`src/rtl/ps2_keyboard_multi_pkg.sv`:
```
// Shared PS/2 byte constants, key/event records and the deframer state type.
package ps2_pkg;

    localparam logic [7:0] PS2_EXT    = 8'hE0;
    localparam logic [7:0] PS2_BRK    = 8'hF0;
    localparam logic [7:0] PS2_E1     = 8'hE1;
    localparam logic [7:0] PS2_BAT    = 8'hAA;
    localparam logic [7:0] PS2_ACK    = 8'hFA;
    localparam logic [7:0] PS2_RESEND = 8'hFE;
    localparam logic [7:0] PS2_ECHO   = 8'hEE;

    typedef struct packed {
        logic       ext;
        logic [7:0] code;
    } key_t;

    typedef struct packed {
        logic [7:0] code;
        logic       ext;
        logic       brk;
    } ev_t;

    typedef enum logic [1:0] {
        RX_IDLE,
        RX_DATA,
        RX_PARITY,
        RX_STOP
    } rx_state_t;

    // Bytes that carry no key information and must not disturb the prefix flags.
    function automatic logic is_ignored(input logic [7:0] b);
        return (b == PS2_E1) || (b == PS2_BAT) || (b == PS2_ACK) ||
               (b == PS2_RESEND) || (b == PS2_ECHO);
    endfunction

endpackage

```
`src/rtl/ps2_keyboard_multi_if.sv`:
```
// Key-event stream from the keyboard decoder to its consumer (valid/ready pop).
interface ps2_keyboard_multi_if;
    logic       ev_valid;
    logic       ev_ready;
    logic [7:0] ev_code;
    logic       ev_ext;
    logic       ev_break;

    modport master (output ev_valid, ev_code, ev_ext, ev_break, input ev_ready);
    modport slave  (input ev_valid, ev_code, ev_ext, ev_break, output ev_ready);
endinterface

```
`src/rtl/ps2_keyboard_multi_rx_frame.sv`:
```
// PS/2 pin synchronizer, falling-edge detector, 11-bit deframer and inter-edge timeout.
module ps2_rx_frame
    import ps2_pkg::*;
#(
    parameter int unsigned SYNC_STAGES    = 2,
    parameter int unsigned TIMEOUT_CYCLES = 50000
) (
    input  logic       clk,
    input  logic       rst,
    input  logic       ps_clk,
    input  logic       ps_data,
    output logic [7:0] rx_byte,
    output logic       byte_valid,
    output logic       frame_err
);

    localparam int unsigned TW = $clog2(TIMEOUT_CYCLES + 1);

    logic [SYNC_STAGES-1:0] clk_sync;
    logic [SYNC_STAGES-1:0] data_sync;
    logic                   clk_prev;
    logic                   fall;
    logic                   bit_in;
    rx_state_t              state;
    logic [2:0]             bit_cnt;
    logic [7:0]             shreg;
    logic                   parity;
    logic [TW-1:0]          to_cnt;

    assign fall   = clk_prev & ~clk_sync[SYNC_STAGES-1];
    assign bit_in = data_sync[SYNC_STAGES-1];

    always_ff @(posedge clk) begin
        if (rst) begin
            clk_sync   <= '0;
            data_sync  <= '0;
            clk_prev   <= 1'b0;
            state      <= RX_IDLE;
            bit_cnt    <= '0;
            shreg      <= '0;
            parity     <= 1'b0;
            to_cnt     <= '0;
            rx_byte    <= '0;
            byte_valid <= 1'b0;
            frame_err  <= 1'b0;
        end else begin
            clk_sync   <= {clk_sync[SYNC_STAGES-2:0], ps_clk};
            data_sync  <= {data_sync[SYNC_STAGES-2:0], ps_data};
            clk_prev   <= clk_sync[SYNC_STAGES-1];
            byte_valid <= 1'b0;
            frame_err  <= 1'b0;

            if (fall || state == RX_IDLE) begin
                to_cnt <= '0;
            end else begin
                to_cnt <= to_cnt + 1'b1;
            end

            if (!fall && state != RX_IDLE && to_cnt == TW'(TIMEOUT_CYCLES - 1)) begin
                frame_err <= 1'b1;
                state     <= RX_IDLE;
            end else if (fall) begin
                unique case (state)
                    RX_IDLE: begin
                        if (!bit_in) begin
                            state   <= RX_DATA;
                            bit_cnt <= '0;
                        end else begin
                            frame_err <= 1'b1;
                        end
                    end
                    RX_DATA: begin
                        shreg   <= {bit_in, shreg[7:1]};
                        bit_cnt <= bit_cnt + 1'b1;
                        if (bit_cnt == 3'd7) state <= RX_PARITY;
                    end
                    RX_PARITY: begin
                        parity <= bit_in;
                        state  <= RX_STOP;
                    end
                    RX_STOP: begin
                        // Odd parity: data plus parity bit must hold an odd number of ones.
                        if (bit_in && (^{shreg, parity})) begin
                            byte_valid <= 1'b1;
                            rx_byte    <= shreg;
                        end else begin
                            frame_err <= 1'b1;
                        end
                        state <= RX_IDLE;
                    end
                    default: state <= RX_IDLE;
                endcase
            end
        end
    end

endmodule

```
`src/rtl/ps2_keyboard_multi.sv`:
```
// PS/2 keyboard decoder: prefix handling, held-key table and make/break event FIFO.
// Optional build macro PS2_TYPEMATIC_FILTER_EN suppresses auto-repeat make events.
module ps2_keyboard_multi
    import ps2_pkg::*;
#(
    parameter int unsigned NUM_KEYS       = 4,
    parameter int unsigned FIFO_DEPTH     = 8,
    parameter int unsigned SYNC_STAGES    = 2,
    parameter int unsigned TIMEOUT_CYCLES = 50000
) (
    input  logic                    Clk,
    input  logic                    Reset,
    input  logic                    psClk,
    input  logic                    psData,
    output logic [9*NUM_KEYS-1:0]   keyCodes,
    output logic [NUM_KEYS-1:0]     keyValid,
    ps2_keyboard_multi_if.master    ev,
    output logic                    frame_err,
    output logic                    overflow
);

    localparam int unsigned KW = (NUM_KEYS > 1) ? $clog2(NUM_KEYS) : 1;
    localparam int unsigned AW = $clog2(FIFO_DEPTH);

    logic [7:0] rx_byte;
    logic       byte_valid;

    ps2_rx_frame #(
        .SYNC_STAGES   (SYNC_STAGES),
        .TIMEOUT_CYCLES(TIMEOUT_CYCLES)
    ) u_rx (
        .clk       (Clk),
        .rst       (Reset),
        .ps_clk    (psClk),
        .ps_data   (psData),
        .rx_byte   (rx_byte),
        .byte_valid(byte_valid),
        .frame_err (frame_err)
    );

    logic    ext_flag;
    logic    brk_flag;
    logic    ev_pend;
    ev_t     ev_cur;
    key_t    keys [NUM_KEYS];
    ev_t     mem  [FIFO_DEPTH];
    logic [AW:0] wptr;
    logic [AW:0] rptr;

    logic          hit;
    logic [KW-1:0] hit_idx;
    logic          free_found;
    logic [KW-1:0] free_idx;
    logic          push_req;
    logic          push;
    logic          pop;
    logic          empty;
    logic          full;
    key_t          cur_key;
    ev_t           head;

    assign cur_key = '{ext: ev_cur.ext, code: ev_cur.code};

    always_comb begin
        hit        = 1'b0;
        hit_idx    = '0;
        free_found = 1'b0;
        free_idx   = '0;
        for (int unsigned i = 0; i < NUM_KEYS; i++) begin
            if (keyValid[i] && keys[i] == cur_key && !hit) begin
                hit     = 1'b1;
                hit_idx = KW'(i);
            end
            if (!keyValid[i] && !free_found) begin
                free_found = 1'b1;
                free_idx   = KW'(i);
            end
        end
    end

    always_comb begin
`ifdef PS2_TYPEMATIC_FILTER_EN
        push_req = ev_pend && !(!ev_cur.brk && hit);
`else
        push_req = ev_pend;
`endif
    end

    assign empty = (wptr == rptr);
    assign full  = (wptr[AW] != rptr[AW]) && (wptr[AW-1:0] == rptr[AW-1:0]);
    assign pop   = !empty && ev.ev_ready;
    assign push  = push_req && (!full || pop);
    assign head  = mem[rptr[AW-1:0]];

    assign ev.ev_valid = !empty;
    assign ev.ev_code  = head.code;
    assign ev.ev_ext   = head.ext;
    assign ev.ev_break = head.brk;

    always_comb begin
        keyCodes = '0;
        for (int unsigned i = 0; i < NUM_KEYS; i++) begin
            keyCodes[9*i +: 9] = keys[i];
        end
    end

    always_ff @(posedge Clk) begin
        if (Reset) begin
            ext_flag <= 1'b0;
            brk_flag <= 1'b0;
            ev_pend  <= 1'b0;
            ev_cur   <= '0;
            keyValid <= '0;
            overflow <= 1'b0;
            wptr     <= '0;
            rptr     <= '0;
            for (int unsigned i = 0; i < NUM_KEYS; i++) keys[i] <= '0;
            for (int unsigned i = 0; i < FIFO_DEPTH; i++) mem[i] <= '0;
        end else begin
            ev_pend <= 1'b0;
            if (byte_valid) begin
                if (rx_byte == PS2_EXT) begin
                    ext_flag <= 1'b1;
                end else if (rx_byte == PS2_BRK) begin
                    brk_flag <= 1'b1;
                end else if (!is_ignored(rx_byte)) begin
                    ev_cur   <= '{code: rx_byte, ext: ext_flag, brk: brk_flag};
                    ev_pend  <= 1'b1;
                    ext_flag <= 1'b0;
                    brk_flag <= 1'b0;
                end
            end

            // Table and FIFO both act on the event formed in the previous cycle.
            if (ev_pend) begin
                if (!ev_cur.brk) begin
                    if (!hit) begin
                        if (free_found) begin
                            keys[free_idx]     <= cur_key;
                            keyValid[free_idx] <= 1'b1;
                        end else begin
                            overflow <= 1'b1;
                        end
                    end
                end else if (hit) begin
                    keys[hit_idx]     <= '0;
                    keyValid[hit_idx] <= 1'b0;
                end
            end

            if (push) begin
                mem[wptr[AW-1:0]] <= ev_cur;
                wptr              <= wptr + 1'b1;
            end
            if (push_req && full && !pop) overflow <= 1'b1;
            if (pop) rptr <= rptr + 1'b1;
        end
    end

endmodule
```
`src/flat_wrapper.sv`:
```
// flat-port wrapper written by rule: the top's interface ports become plain ports
module ps2_keyboard_multi_flat import ps2_pkg::*;
#(
    parameter int unsigned NUM_KEYS       = 4,
    parameter int unsigned FIFO_DEPTH     = 8,
    parameter int unsigned SYNC_STAGES    = 2,
    parameter int unsigned TIMEOUT_CYCLES = 50000
)
  (Clk, Reset, psClk, psData, keyCodes, keyValid, frame_err, overflow, ev_ev_valid, ev_ev_code, ev_ev_ext, ev_ev_break, ev_ev_ready);
  ps2_keyboard_multi_if ev_i ();
  input  logic Clk;
  input  logic Reset;
  input  logic psClk;
  input  logic psData;
  output logic [9*NUM_KEYS-1:0] keyCodes;
  output logic [NUM_KEYS-1:0] keyValid;
  output logic frame_err;
  output logic overflow;
  output wire logic [$bits(ev_i.ev_valid)-1:0] ev_ev_valid;
  output wire logic [$bits(ev_i.ev_code)-1:0] ev_ev_code;
  output wire logic [$bits(ev_i.ev_ext)-1:0] ev_ev_ext;
  output wire logic [$bits(ev_i.ev_break)-1:0] ev_ev_break;
  input wire logic [$bits(ev_i.ev_ready)-1:0] ev_ev_ready;
  assign ev_ev_valid = ev_i.ev_valid;
  assign ev_ev_code = ev_i.ev_code;
  assign ev_ev_ext = ev_i.ev_ext;
  assign ev_ev_break = ev_i.ev_break;
  assign ev_i.ev_ready = ev_ev_ready;
  ps2_keyboard_multi #(.NUM_KEYS(NUM_KEYS), .FIFO_DEPTH(FIFO_DEPTH), .SYNC_STAGES(SYNC_STAGES), .TIMEOUT_CYCLES(TIMEOUT_CYCLES)) u_core (.Clk(Clk), .Reset(Reset), .psClk(psClk), .psData(psData), .keyCodes(keyCodes), .keyValid(keyValid), .ev(ev_i), .frame_err(frame_err), .overflow(overflow));
endmodule
```
`config.mk`:
```
export PLATFORM = sky130hd
export DESIGN_NAME = ps2_keyboard_multi_flat
export DESIGN_NICKNAME = d
export VERILOG_FILES = /design/src/rtl/ps2_keyboard_multi_pkg.sv /design/src/rtl/ps2_keyboard_multi_if.sv /design/src/rtl/ps2_keyboard_multi_rx_frame.sv /design/src/rtl/ps2_keyboard_multi.sv /design/src/flat_wrapper.sv
export SDC_FILE = /design/constraint.sdc
export NUM_CORES = 1
export LEC_CHECK = 0
export ABC_AREA = 1
export BUFFER_PORTS_ARGS = -buffer_cell sky130_fd_sc_hd__buf_2
export CELL_PAD_IN_SITES_DETAIL_PLACEMENT = 1
export CELL_PAD_IN_SITES_GLOBAL_PLACEMENT = 2
export CORE_MARGIN = 10
export CORE_UTILIZATION = 40
export DETAILED_ROUTE_END_ITERATION = 10
export GPL_TIMING_DRIVEN = 1
export PLACE_DENSITY = 0.91
export SLEW_MARGIN = 20
export SYNTH_ARGS = -nofsm -noshare
export SYNTH_HDL_FRONTEND = slang
export SYNTH_HIERARCHICAL = 1
export SYNTH_SLANG_ARGS = --single-unit
```
`constraint.sdc`:
```
create_clock -name Clk -period 3.85 [get_ports Clk]
set_input_delay 0.385 -clock Clk [delete_from_list [all_inputs] [get_ports Clk]]
set_output_delay 0.385 -clock Clk [all_outputs]
set_load 0.005 [all_outputs]
```
* Word level (Yosys, flattened, before mapping)
Memory sizes are Yosys's and may differ from the RTL's. A register that Yosys moved wholly into a read port is not among the register bits.
Index checks and enable logic that the tools add are counted.
** Operators by class
- $add $sub $neg :: 4
- Magnitude comparators :: 4
- Equality and inequality tests :: 29
- Muxes and demuxes :: 70
- Bitwise operators :: 12
- Reductions and logical operators :: 61
** Operator list (count)
- 8-bit equality test, second input constant :: 7
- 1-bit 2-to-1 mux :: 46
- 9-bit equality test :: 4
- 1-bit logical AND :: 20
- 4-bit AND reduction :: 5
- 9-bit 2-to-1 mux :: 2
- 9-bit OR reduction :: 2
- 16-bit by 1-bit adder with 16-bit output, second input constant :: 1
- 16-bit equality test, second input constant :: 1
- 2-bit 2-to-1 mux :: 8
- 4-bit 2-to-1 mux :: 4
- 3-bit AND reduction :: 5
- 1-bit zero test :: 12
- 3-bit 2-to-1 mux :: 4
- 2-bit != test, second input constant :: 6
- 10-bit 2-to-1 mux :: 1
- 10-bit OR reduction :: 1
- 9-bit parity :: 1
- 4-bit by 1-bit adder with 4-bit output, second input constant :: 2
- 2-bit by 1-bit != test with 1-bit output, second input constant :: 4
- 1-bit inverter :: 8
- 2-bit one-hot mux with 4 select lines :: 1
- 2-bit nonzero test :: 4
- 4-bit OR reduction :: 2
- 19 further kinds :: 29
** Storage, ports and cells
- Flip-flop bits (word level) :: 71
- Memory bits (writable) :: 116
- Input bits :: 5
- Output and inout port bits :: 53
- Logic and storage cells :: 203
- Memories :: 2
** Memories
- u_core.mem :: depth 8, bits a word 10, read ports 1, clocked after Yosys merged registers in 1, write ports 8, RTL line ps2_keyboard_multi.sv:46 : ev_t mem [FIFO_DEPTH];
- u_core.keys :: depth 4, bits a word 9, read ports 4, clocked after Yosys merged registers in 0, write ports 4, RTL line ps2_keyboard_multi.sv:45 : key_t keys [NUM_KEYS];

* Longest topological paths before layout
Gate-level depths: netlist (run 1).
An unclocked memory read counts as a cell.
- Depth after elaboration :: 21
- Depth in mapped cells :: 15
- Depth with buffers taken out :: 14

* Cells and area by module
The synthesis (run 1) kept the hierarchy.
** Modules (own cells, without submodules)
- ps2_keyboard_multi :: instances 1, cells each 798, area each 7055.5 um2, sequential area each 4063.9 um2
- ps2_rx_frame :: instances 1, cells each 282, area each 2034.5 um2, sequential area each 900.9 um2

* Least setup slack after synthesis (run 1)
OpenSTA, ideal clock, no wires.
- Kind :: reg2reg
- Start point :: register u_core.ev_cur, in the netlist u_core/cur_key[7]
- End point :: memory u_core/keys[3][0] (netlist bit) (enable)
- Setup time :: 0.374 ns
- Arrival time :: 1.881 ns
- Data required time :: 3.476 ns
- Setup slack :: 1.595 ns
- Stages on the path, launching flop included :: 14
- Path buffers :: 1
- Period minus slack after synthesis :: 2.255 ns
- Cells stage by stage :: dfxtp_1 inv_2 buf_6 nand2_2 nand2_2 nor2_2 nand3_2 nor2_2 nor2_2 nand3_1 nor2_1 nor2_2 nand3_1 nor2_1
** RTL lines
- start, declared :: RTL line ps2_keyboard_multi.sv:44 : ev_t ev_cur;
- start signal, assigned :: RTL line ps2_keyboard_multi.sv:127 : ev_cur <= '{code: rx_byte, ext: ext_flag, brk: brk_flag};
- end, declared :: RTL line ps2_keyboard_multi.sv:45

==> flow_summary.ini, run 1 <==
[setup_path]
r2r-end = u_core/keys[2][5]
r2r_cells = 13
path_buf_inv = 3
worstPathCellList = buf_4 > inv_1 > o21ai_0 > o22ai_1 > nor2_1 > a31oi_1 > buf_2
start_kind = flop
required_ns = 3.46
cp_top_family = buffers and inverters
worstPathArrival_ns = 2.45
reg2reg_slack_ns = 1.16
crit_path_max_fanout = 21
slowest_delay_ns = 0.55
rr_startpoint = u_core/cur_key[0]
endpoint_kind = primary output
path_class = reg2out
cp_slowest_cell = inv_1

[routing]
wl_per_cell_um = 17.6
firstDrtPassIters = 4
postRouteAntennaNets = 0
post_drt_via_cell_ratio = 5.07
drc_errors = 0
drt_wl_total_um = 24900
drt_iter0_markers = 447
vias = 7180

[floorplanning]
start_util = 0.404
coreArea_mm2 = 0.0225
ios = 58
dieWidth_um = 171
dieArea_mm2 = 0.0292
rows = 55
die_y_um = 171

[power]
power.share.clock = 0.422
power.density_mw_per_mm2 = 421
cellLeakagePower_nw = 4.13
combPwrFrac = 0.054
seq_power_share = 0.524
switching_share = 0.257
switchingPower_mw = 1.10
fin_total_pwr_mw = 4.26
ir_drop_mv = 0.365
p_int_mw = 3.16

[sta]
tightest_slew_ns = 0.720
skew_ns = 0.0159
rsz0062_at_grt = false
setup_viol = 0
min_period_over_period = 0.736
tns_ns = 0
layout_min_cycle_time_ns = 2.83
fin_ws_ns = 1.02
max-slew-margin-rel = 0.520
final_max_slew_viol_count = 0
finalHoldViolCount = 0
fmax_mhz = 353

[logic_synthesis]
synth_enable_flop_cells = 116
ys_ff_latch = 190
yosys_warnings = 6
synth.distinct_cells = 37
syn_nets = 1095
syn_area_mm2 = 0.00909
synthesis.instances = 1080
synth-async-reset-ratio = 0
avgSynthCellArea_um2 = 8.42
ys.flop_type = edfxtp_1
synth_area_leaders = edfxtp_1, dfxtp_1, nor2_1
synth_top_area_share = 0.383
yosysTopAreaCell = edfxtp_1
yosysSeqAreaShare = 0.546

[global_routing]
grt_pass1_wl_um = 40000
grt_use_total = 0.175
grt_max_degree = 41
grt-ovfl-total = 0
grt_pass1_vias = 7441
antenna_found_initial = 1

[cts]
clock_path_buffers = 2
cts_resized = 0
cts_tree = built
cts-buffers-inserted = 17
ctsHoldBuffers = 0
cts_setup_buffers = 0
cts_root_buffer = clkbuf_16
h-tree-depth = 4
clkSinkCount = 190
clk_latency_ns = 0.45
clk_pin_slew_worst_paths_ns = 0.08

[placed_design]
portBuffers = 57
dpl-instance-area_mm2 = 0.00950
dp_slack_ns = 1.15
hpwl_um = 17600
gp_congestion = 0.832

[run_status]
outcome = completed

[final_layout]
fin_util = 0.449
design_area_mm2 = 0.0101
area_growth_pct = 11.2
fillCellCount = 2678
drive_above_1_share = 0.129
diodes = 0
num-nets-final = 1133

[hold_path]
holdCritPathClass = in2reg
min_to = u_core/u_rx/clk_sync[0]
hold_depth = 3
hold_start = psClk

[job]
maxCapViolCount = 0
-- tightest hold or removal path, delay by kind of cell --
family	cells	cell delay, ns
buf+inv	2	0.14
simple gates	1	0.03
-- registers in the layout (all words and copies together) (netlist names), 2 cells and up, named ones only --
register and flops:
u_core/cur_key 9, u_core/keyValid 4, u_core/keys 36, u_core/mem 80
u_core/rptr 4, u_core/u_rx/bit_cnt 3, u_core/u_rx/clk_sync 2, u_core/u_rx/data_sync 2
u_core/u_rx/rx_byte 8, u_core/u_rx/shreg 8, u_core/u_rx/state 2, u_core/u_rx/to_cnt 16
u_core/wptr 4
-- cell type report --
| cell class | instances | area [um2] | share of cell area |
|---|---|---|---|
| Sequential cell | 190 | 4960 | 0.491 |
| Tap cell | 285 | 357 | 0.0353 |
| Inverter | 130 | 488 | 0.0483 |
| Clock buffer | 17 | 425 | 0.0421 |
| Timing Repair Buffer | 64 | 338 | 0.0334 |
| Clock inverter | 15 | 184 | 0.0182 |
| Multi-Input combinational cell | 715 | 3350 | 0.332 |
-- stage by stage --
stage | hold slack (ns) | instances
6_report | 0.150 | 1416
5_1_grt | 0.166 | 1416
4_1_cts | 0.136 | 1416
3_5_place_dp | 0.401 | 1384
3_3_place_gp | 0.389 | 1384
2_1_floorplan | 0.388 | 1080
-- worst max path at each step --
stage                            from                end  slack, ns  cells after the start
floorplan           u_core/cur_key[7]  u_core/keys[3][0]       1.59                     13
global placement    u_core/cur_key[8]  u_core/keys[1][8]       1.18                     12
detailed placement  u_core/cur_key[8]  u_core/keys[2][0]       1.15                     12
CTS                              flop      ev_ev_code[4]        1.0                      7
global route                     flop      ev_ev_code[4]       0.82                      7
finish                           flop      ev_ev_code[4]       1.02                      7
-- power groups by stage --
| stage | registers [mW] | clock network, mW | logic, mW |
|---|---|---|---|
| final | 2.23 | 1.80 | 0.229 |
| after global routing | 2.24 | 1.91 | 0.260 |
| after CTS | 2.23 | 1.83 | 0.233 |
| after detailed placement | 2.28 | 0 | 0.231 |
| after global placement | 2.28 | 0 | 0.227 |
| after floorplan | 2.27 | 0 | 0.137 |
-- synth_stat cells, drive strengths merged (8+ instances only) --
cell,number
edfxtp,116
inv,129
ha,10
o22ai,19
nor3,8
a21oi,34
nor2,269
nand2,223
buf,24
o21ai,64
xnor2,12
a31oi,10
dfxtp,74
clkbuf,21
nand3,37
nand4,14
-- per-layer routing --
metal | up-vias | share of wire | global-route usage
met2 | 132 | 0.48 | 0.295
met5 | - | 0.00068 | 0
met4 | 2 | 0.017 | 0.0557
li1 | 3538 | - | -
met3 | 30 | 0.043 | 0.0288
met1 | 3478 | 0.46 | 0.223
-- logic make-up after synthesis --
logic type | synth area share
AOI/OAI and AO/OA | 0.0768
and+or+nand+nor | 0.258
muxes | 0.00110
buffers and inverters | 0.0848
DFF | 0.546
adders and majority gates | 0.0138
xor gates and xnor gates | 0.0191
-- layout by cell type, fill, tap and decap left out, types with 2 or more instances in the layout --
cell,instances
buf_4,7
clkbuf_16,17
a21oi_1,34
dfxtp_1,74
o22ai_1,19
o21ai_0,63
inv_1,119
nand2_1,209
inv_2,10
nand2_2,11
a31oi_1,10
xnor2_1,12
ha_1,10
nand2_4,3
nand3_2,4
nand3_4,2
nand3_1,31
clkinv_8,5
nor3_1,7
inv_8,5
nand4_1,12
buf_2,57
nor4_1,2
nor2_2,11
xor2_1,6
or2_2,3
nor2_1,257
edfxtp_1,116
Power figures use the tool's default switching activity.
==> run 2, diff against run 1 <==
CORE_UTILIZATION = 37   (was 40)
PLACE_DENSITY = 0.85   (was 0.91)
clock period = 2.9 ns   (was 3.85 ns; I/O delays follow)
==> flow_summary.ini, run 2 (synthesis gave the netlist of run 1 again) <==
[setup_path]
cp_slowest_cell = dfxtp_1
reg2reg_slack_ns = 0.26
slowest_delay_ns = 0.43
rr_startpoint = u_core/cur_key[4]
worstPathCellList = inv_2 > nand2_1 > nand2_1 > nor2_1 > nand2_1 > nor2_2 > inv_1 > nand2_1 > nor2_2 > nand4_2 > nand2_4 > nand2_4 > nand2_1
endpoint_kind = flop
path_class = reg2reg
worstPathArrival_ns = 2.73
start_kind = flop
r2r-end = u_core/keys[0][7]
timing.critical_path.mode_cell = nand2_1
crit_path_max_fanout = 12
required_ns = 3.00
r2r_cells = 13

[floorplanning]
ios = 58
die_y_um = 177
coreArea_mm2 = 0.0242
dieArea_mm2 = 0.0312
start_util = 0.375
dieWidth_um = 177
rows = 57

[final_layout]
fin_util = 0.424
mostFrequentLayoutCells = nor2_1, nand2_1, inv_1
largest-register = u_core/mem
diodes = 0
area_growth_pct = 13.1
reg_top3 = u_core/mem: 80 flops, u_core/keys: 36 flops, u_core/u_rx/to_cnt: 16 flops
drive_above_1_share = 0.146
largest_reg_flops = 80
final_common_cell = nor2_1
num-nets-final = 1155

[routing]
drt_iter0_markers = 481
postRouteAntennaNets = 0
vias = 7352
drc_errors = 0
drt_wl_total_um = 26300
post_drt_via_cell_ratio = 4.98
firstDrtPassIters = 5
wl_per_cell_um = 17.8

[global_routing]
antenna_found_initial = 0
grt_pass1_vias = 7683
grt-ovfl-total = 0
grt_use_total = 0.172
grt_max_degree = 41
grt_pass1_wl_um = 42100

[placed_design]
gp_congestion = 0.793
dp_slack_ns = 0.195
hpwl_um = 19000
portBuffers = 57

[cts]
clkSinkCount = 190
ctsHoldBuffers = 0
clk_pin_slew_worst_paths_ns = 0.08
cts_resized = 0
cts_tree = built
cts_setup_buffers = 0
h-tree-depth = 4
cts_root_buffer = clkbuf_16
clock_path_buffers = 2
clk_latency_ns = 0.45
cts-buffers-inserted = 17

[sta]
rsz0062_at_grt = false
max-slew-margin-rel = 0.485
final_max_slew_viol_count = 0
tns_ns = 0
fin_ws_ns = 0.265
min_period_over_period = 0.909
tightest_slew_ns = 0.771
fmax_mhz = 379
layout_min_cycle_time_ns = 2.64
setup_viol = 0
skew_ns = 0.0172
finalHoldViolCount = 0

[run_status]
outcome = completed

[hold_path]
min_to = u_core/u_rx/clk_sync[0]
holdCritPathClass = in2reg
hold_depth = 3
hold_start = psClk

[power]
cellLeakagePower_nw = 4.21
power.density_mw_per_mm2 = 545
ir_drop_mv = 0.399

[job]
maxCapViolCount = 0
==> run 2: final cells by class <==
class,instances,area (um2)
clock inverter,14,140
sequential,190,4960
timing repair buffer,86,503
fill,2933,14000
clock buffer,17,425
inverter,130,488
tap,324,405
multi-input combinational,715,3360
==> run 2: worst max-delay path, delay by kind of cell, from the launching register on <==
kind	cells	cell delay, ns
simple gates	11	1.54
buf+inv	2	0.32
flops	1	0.43
==> run 2: worst max path at each step <==
stage / startpoint / end / slack [ns] / cells past startpoint
after floorplan: u_core/cur_key[7] / u_core/keys[3][0] / 0.64 / 13
after global placement: u_core/cur_key[4] / u_core/keys[1][4] / 0.24 / 12
after detailed placement: u_core/cur_key[4] / u_core/keys[1][8] / 0.19 / 12
after CTS: u_core/cur_key[4] / u_core/keys[1][0] / 0.17 / 12
after global routing: u_core/cur_key[4] / u_core/keys[0][0] / 0.03 / 12
final: u_core/cur_key[4] / u_core/keys[0][7] / 0.26 / 13
==> run 2: metrics by stage <==
step	hold WS [ns]	instance area (um2)	cells	total power, mW
3_3_place_gp	0.391	9720	1445	3.35
5_1_grt	0.0524	10300	1476	5.80
2_1_floorplan	0.359	9090	1080	3.19
6_report	0.0550	10300	1476	5.61
4_1_cts	0.0385	10300	1476	5.66
3_5_place_dp	0.402	9720	1445	3.36
==> run 2: metal layers <==
metal / track usage / share of wire / vias to the layer above / wire length [um]
li1: - / - / 3584 / -
met1: 0.214 / 0.46 / 3624 / 12100
met2: 0.298 / 0.50 / 118 / 13000
met3: 0.0303 / 0.031 / 26 / 813
met4: 0.0490 / 0.013 / 0 / 355
met5: 0 / 0 / - / 0
==> run 2: where the power goes <==
group | switching (mW) | leakage [nW] | internal, mW | total [mW]
Sequential | 0.0388 | 1.77 | 2.92 | 2.96
Clock | 1.17 | 0.279 | 1.15 | 2.32
Combinational | 0.216 | 2.16 | 0.112 | 0.328
==> run 3, diff against run 2 <==
CORE_MARGIN = 1.5   (was 10)
clock period = 2.6 ns   (was 2.9 ns; I/O delays follow)
==> flow_summary.ini, run 3 (synthesis gave the netlist of run 1 again) <==
[setup_path]
rr_startpoint = u_core/cur_key[7]
start_kind = flop
endpoint_kind = primary output
required_ns = 2.34
worstPathArrival_ns = 2.22
crit_path_max_fanout = 38
path_class = reg2out

[power]
switchingPower_mw = 1.68
p_int_mw = 4.82
switching_share = 0.258
seq_power_share = 0.508
combPwrFrac = 0.055
power.density_mw_per_mm2 = 622
power.share.clock = 0.436
cellLeakagePower_nw = 4.29
ir_drop_mv = 0.385

[final_layout]
diodes = 0
area_growth_pct = 15.0
mostFrequentLayoutCells = nor2_1, nand2_1, inv_1
reg_top3 = u_core/mem: 80 flops, u_core/keys: 36 flops, u_core/u_rx/to_cnt: 16 flops
largest_reg_flops = 80
num-nets-final = 1166
seqCellArea_mm2 = 0.00497
final_common_cell = nor2_1
multi_input_area_mm2 = 0.00336
largest-register = u_core/mem
fin_util = 0.431
fillCellCount = 2927
drive_above_1_share = 0.157

[sta]
finalHoldViolCount = 0
layout_min_cycle_time_ns = 2.48
whs_ns = 0.0187
setup_viol = 0
tns_ns = 0
tightest_slew_ns = 0.572
max-slew-margin-rel = 0.619
skew_ns = 0.0180
rsz0062_at_grt = false
min_period_over_period = 0.955
fmax_mhz = 403
final_max_slew_viol_count = 0

[hold_path]
holdCritPathClass = in2reg
hold_start = psClk

[placed_design]
gp_congestion = 0.856
hpwl_um = 18400
portBuffers = 57

[global_routing]
antenna_found_initial = 0
grt_use_total = 0.209
grt_max_degree = 39
grt_pass1_vias = 7538
grt_pass1_wl_um = 41300
grt-ovfl-total = 0

[routing]
firstDrtPassIters = 4
postRouteAntennaNets = 0
vias = 7246
drt_wl_total_um = 25800
drt_iter0_markers = 355
drc_errors = 0
wl_per_cell_um = 17.3
post_drt_via_cell_ratio = 4.87

[cts]
clk_pin_slew_worst_paths_ns = 0.08
ctsHoldBuffers = 0
clkSinkCount = 190
cts_tree = built
cts_root_buffer = clkbuf_16
clock_path_buffers = 2
h-tree-depth = 4
clk_latency_ns = 0.44
cts-buffers-inserted = 17

[floorplanning]
start_util = 0.375
ios = 58
rows = 57
die_y_um = 160
dieWidth_um = 160
dieArea_mm2 = 0.0255
coreArea_mm2 = 0.0242

[run_status]
outcome = completed

[job]
maxCapViolCount = 0
==> run 3: cell count changes in the layout (fill, tap and decap cells not counted), sizes merged <==
cell | previous run | this run
buf | 86 | 97
bufinv | 0 | 1
clkinvlp | 1 | 0
inv | 138 | 139
==> run 3: layout make-up <==
type / count / area share
Multi-Input combinational cell: 715 / 0.322
Tap cell: 324 / 0.0388
Timing Repair Buffer: 97 / 0.0560
Sequential cell: 190 / 0.475
Clock buffer: 17 / 0.0407
Inverter: 130 / 0.0467
Clock inverter: 15 / 0.0211
==> run 3: worst paths after layout <==
path / slack, ns / depth (start not counted) / end
min: 0.02 / 3 / u_core/u_rx/clk_sync[0]
min reg2reg: 0.42 / 2 / u_core/u_rx/clk_sync[1]
max: 0.12 / 6 / ev_ev_code[2]
max reg2reg: 0.23 / 13 / u_core/keys[3][0]
==> run 3: repair_timing <==
action,in CTS,in global routing
endpoints found under the setup margin,9,19
setup buffers,0,0
resized for setup,1,3
==> run 3: per-layer routing <==
layer,global-route usage,vias up,routed length (um)
li1,-,3605,-
met1,0.273,3513,12100
met2,0.362,106,12600
met3,0.0322,22,886
met4,0.0557,0,274
met5,0,-,0
==> run 3: critical path: stages, from the launching register on <==
cell and delay [ns]:
dfxtp_1 0.39, buf_4 0.40, o21ai_0 0.17, o22ai_1 0.24
nor2_1 0.07, a31oi_1 0.30, buf_2 0.18
==> run 3: power by group through the flow <==
stage	registers (mW)	logic (mW)	clock network [mW]
2_1_floorplan	3.36	0.203	0
3_3_place_gp	3.37	0.356	0
3_5_place_dp	3.37	0.362	0
4_1_cts	3.30	0.365	2.90
5_1_grt	3.31	0.400	3.00
6_report	3.30	0.359	2.84
==> run 3: through the flow <==
| stage | total power, mW | instance area [um2] | setup slack, ns | std cells |
|---|---|---|---|---|
| after detailed placement | 3.74 | 9800 | -0.0198 | 1456 |
| after global placement | 3.73 | 9800 | 0.0335 | 1456 |
| final | 6.50 | 10500 | 0.116 | 1488 |
| after CTS | 6.57 | 10400 | 0.0850 | 1488 |
| after floorplan | 3.56 | 9090 | 0.345 | 1080 |
| after global routing | 6.72 | 10500 | 0.00120 | 1488 |
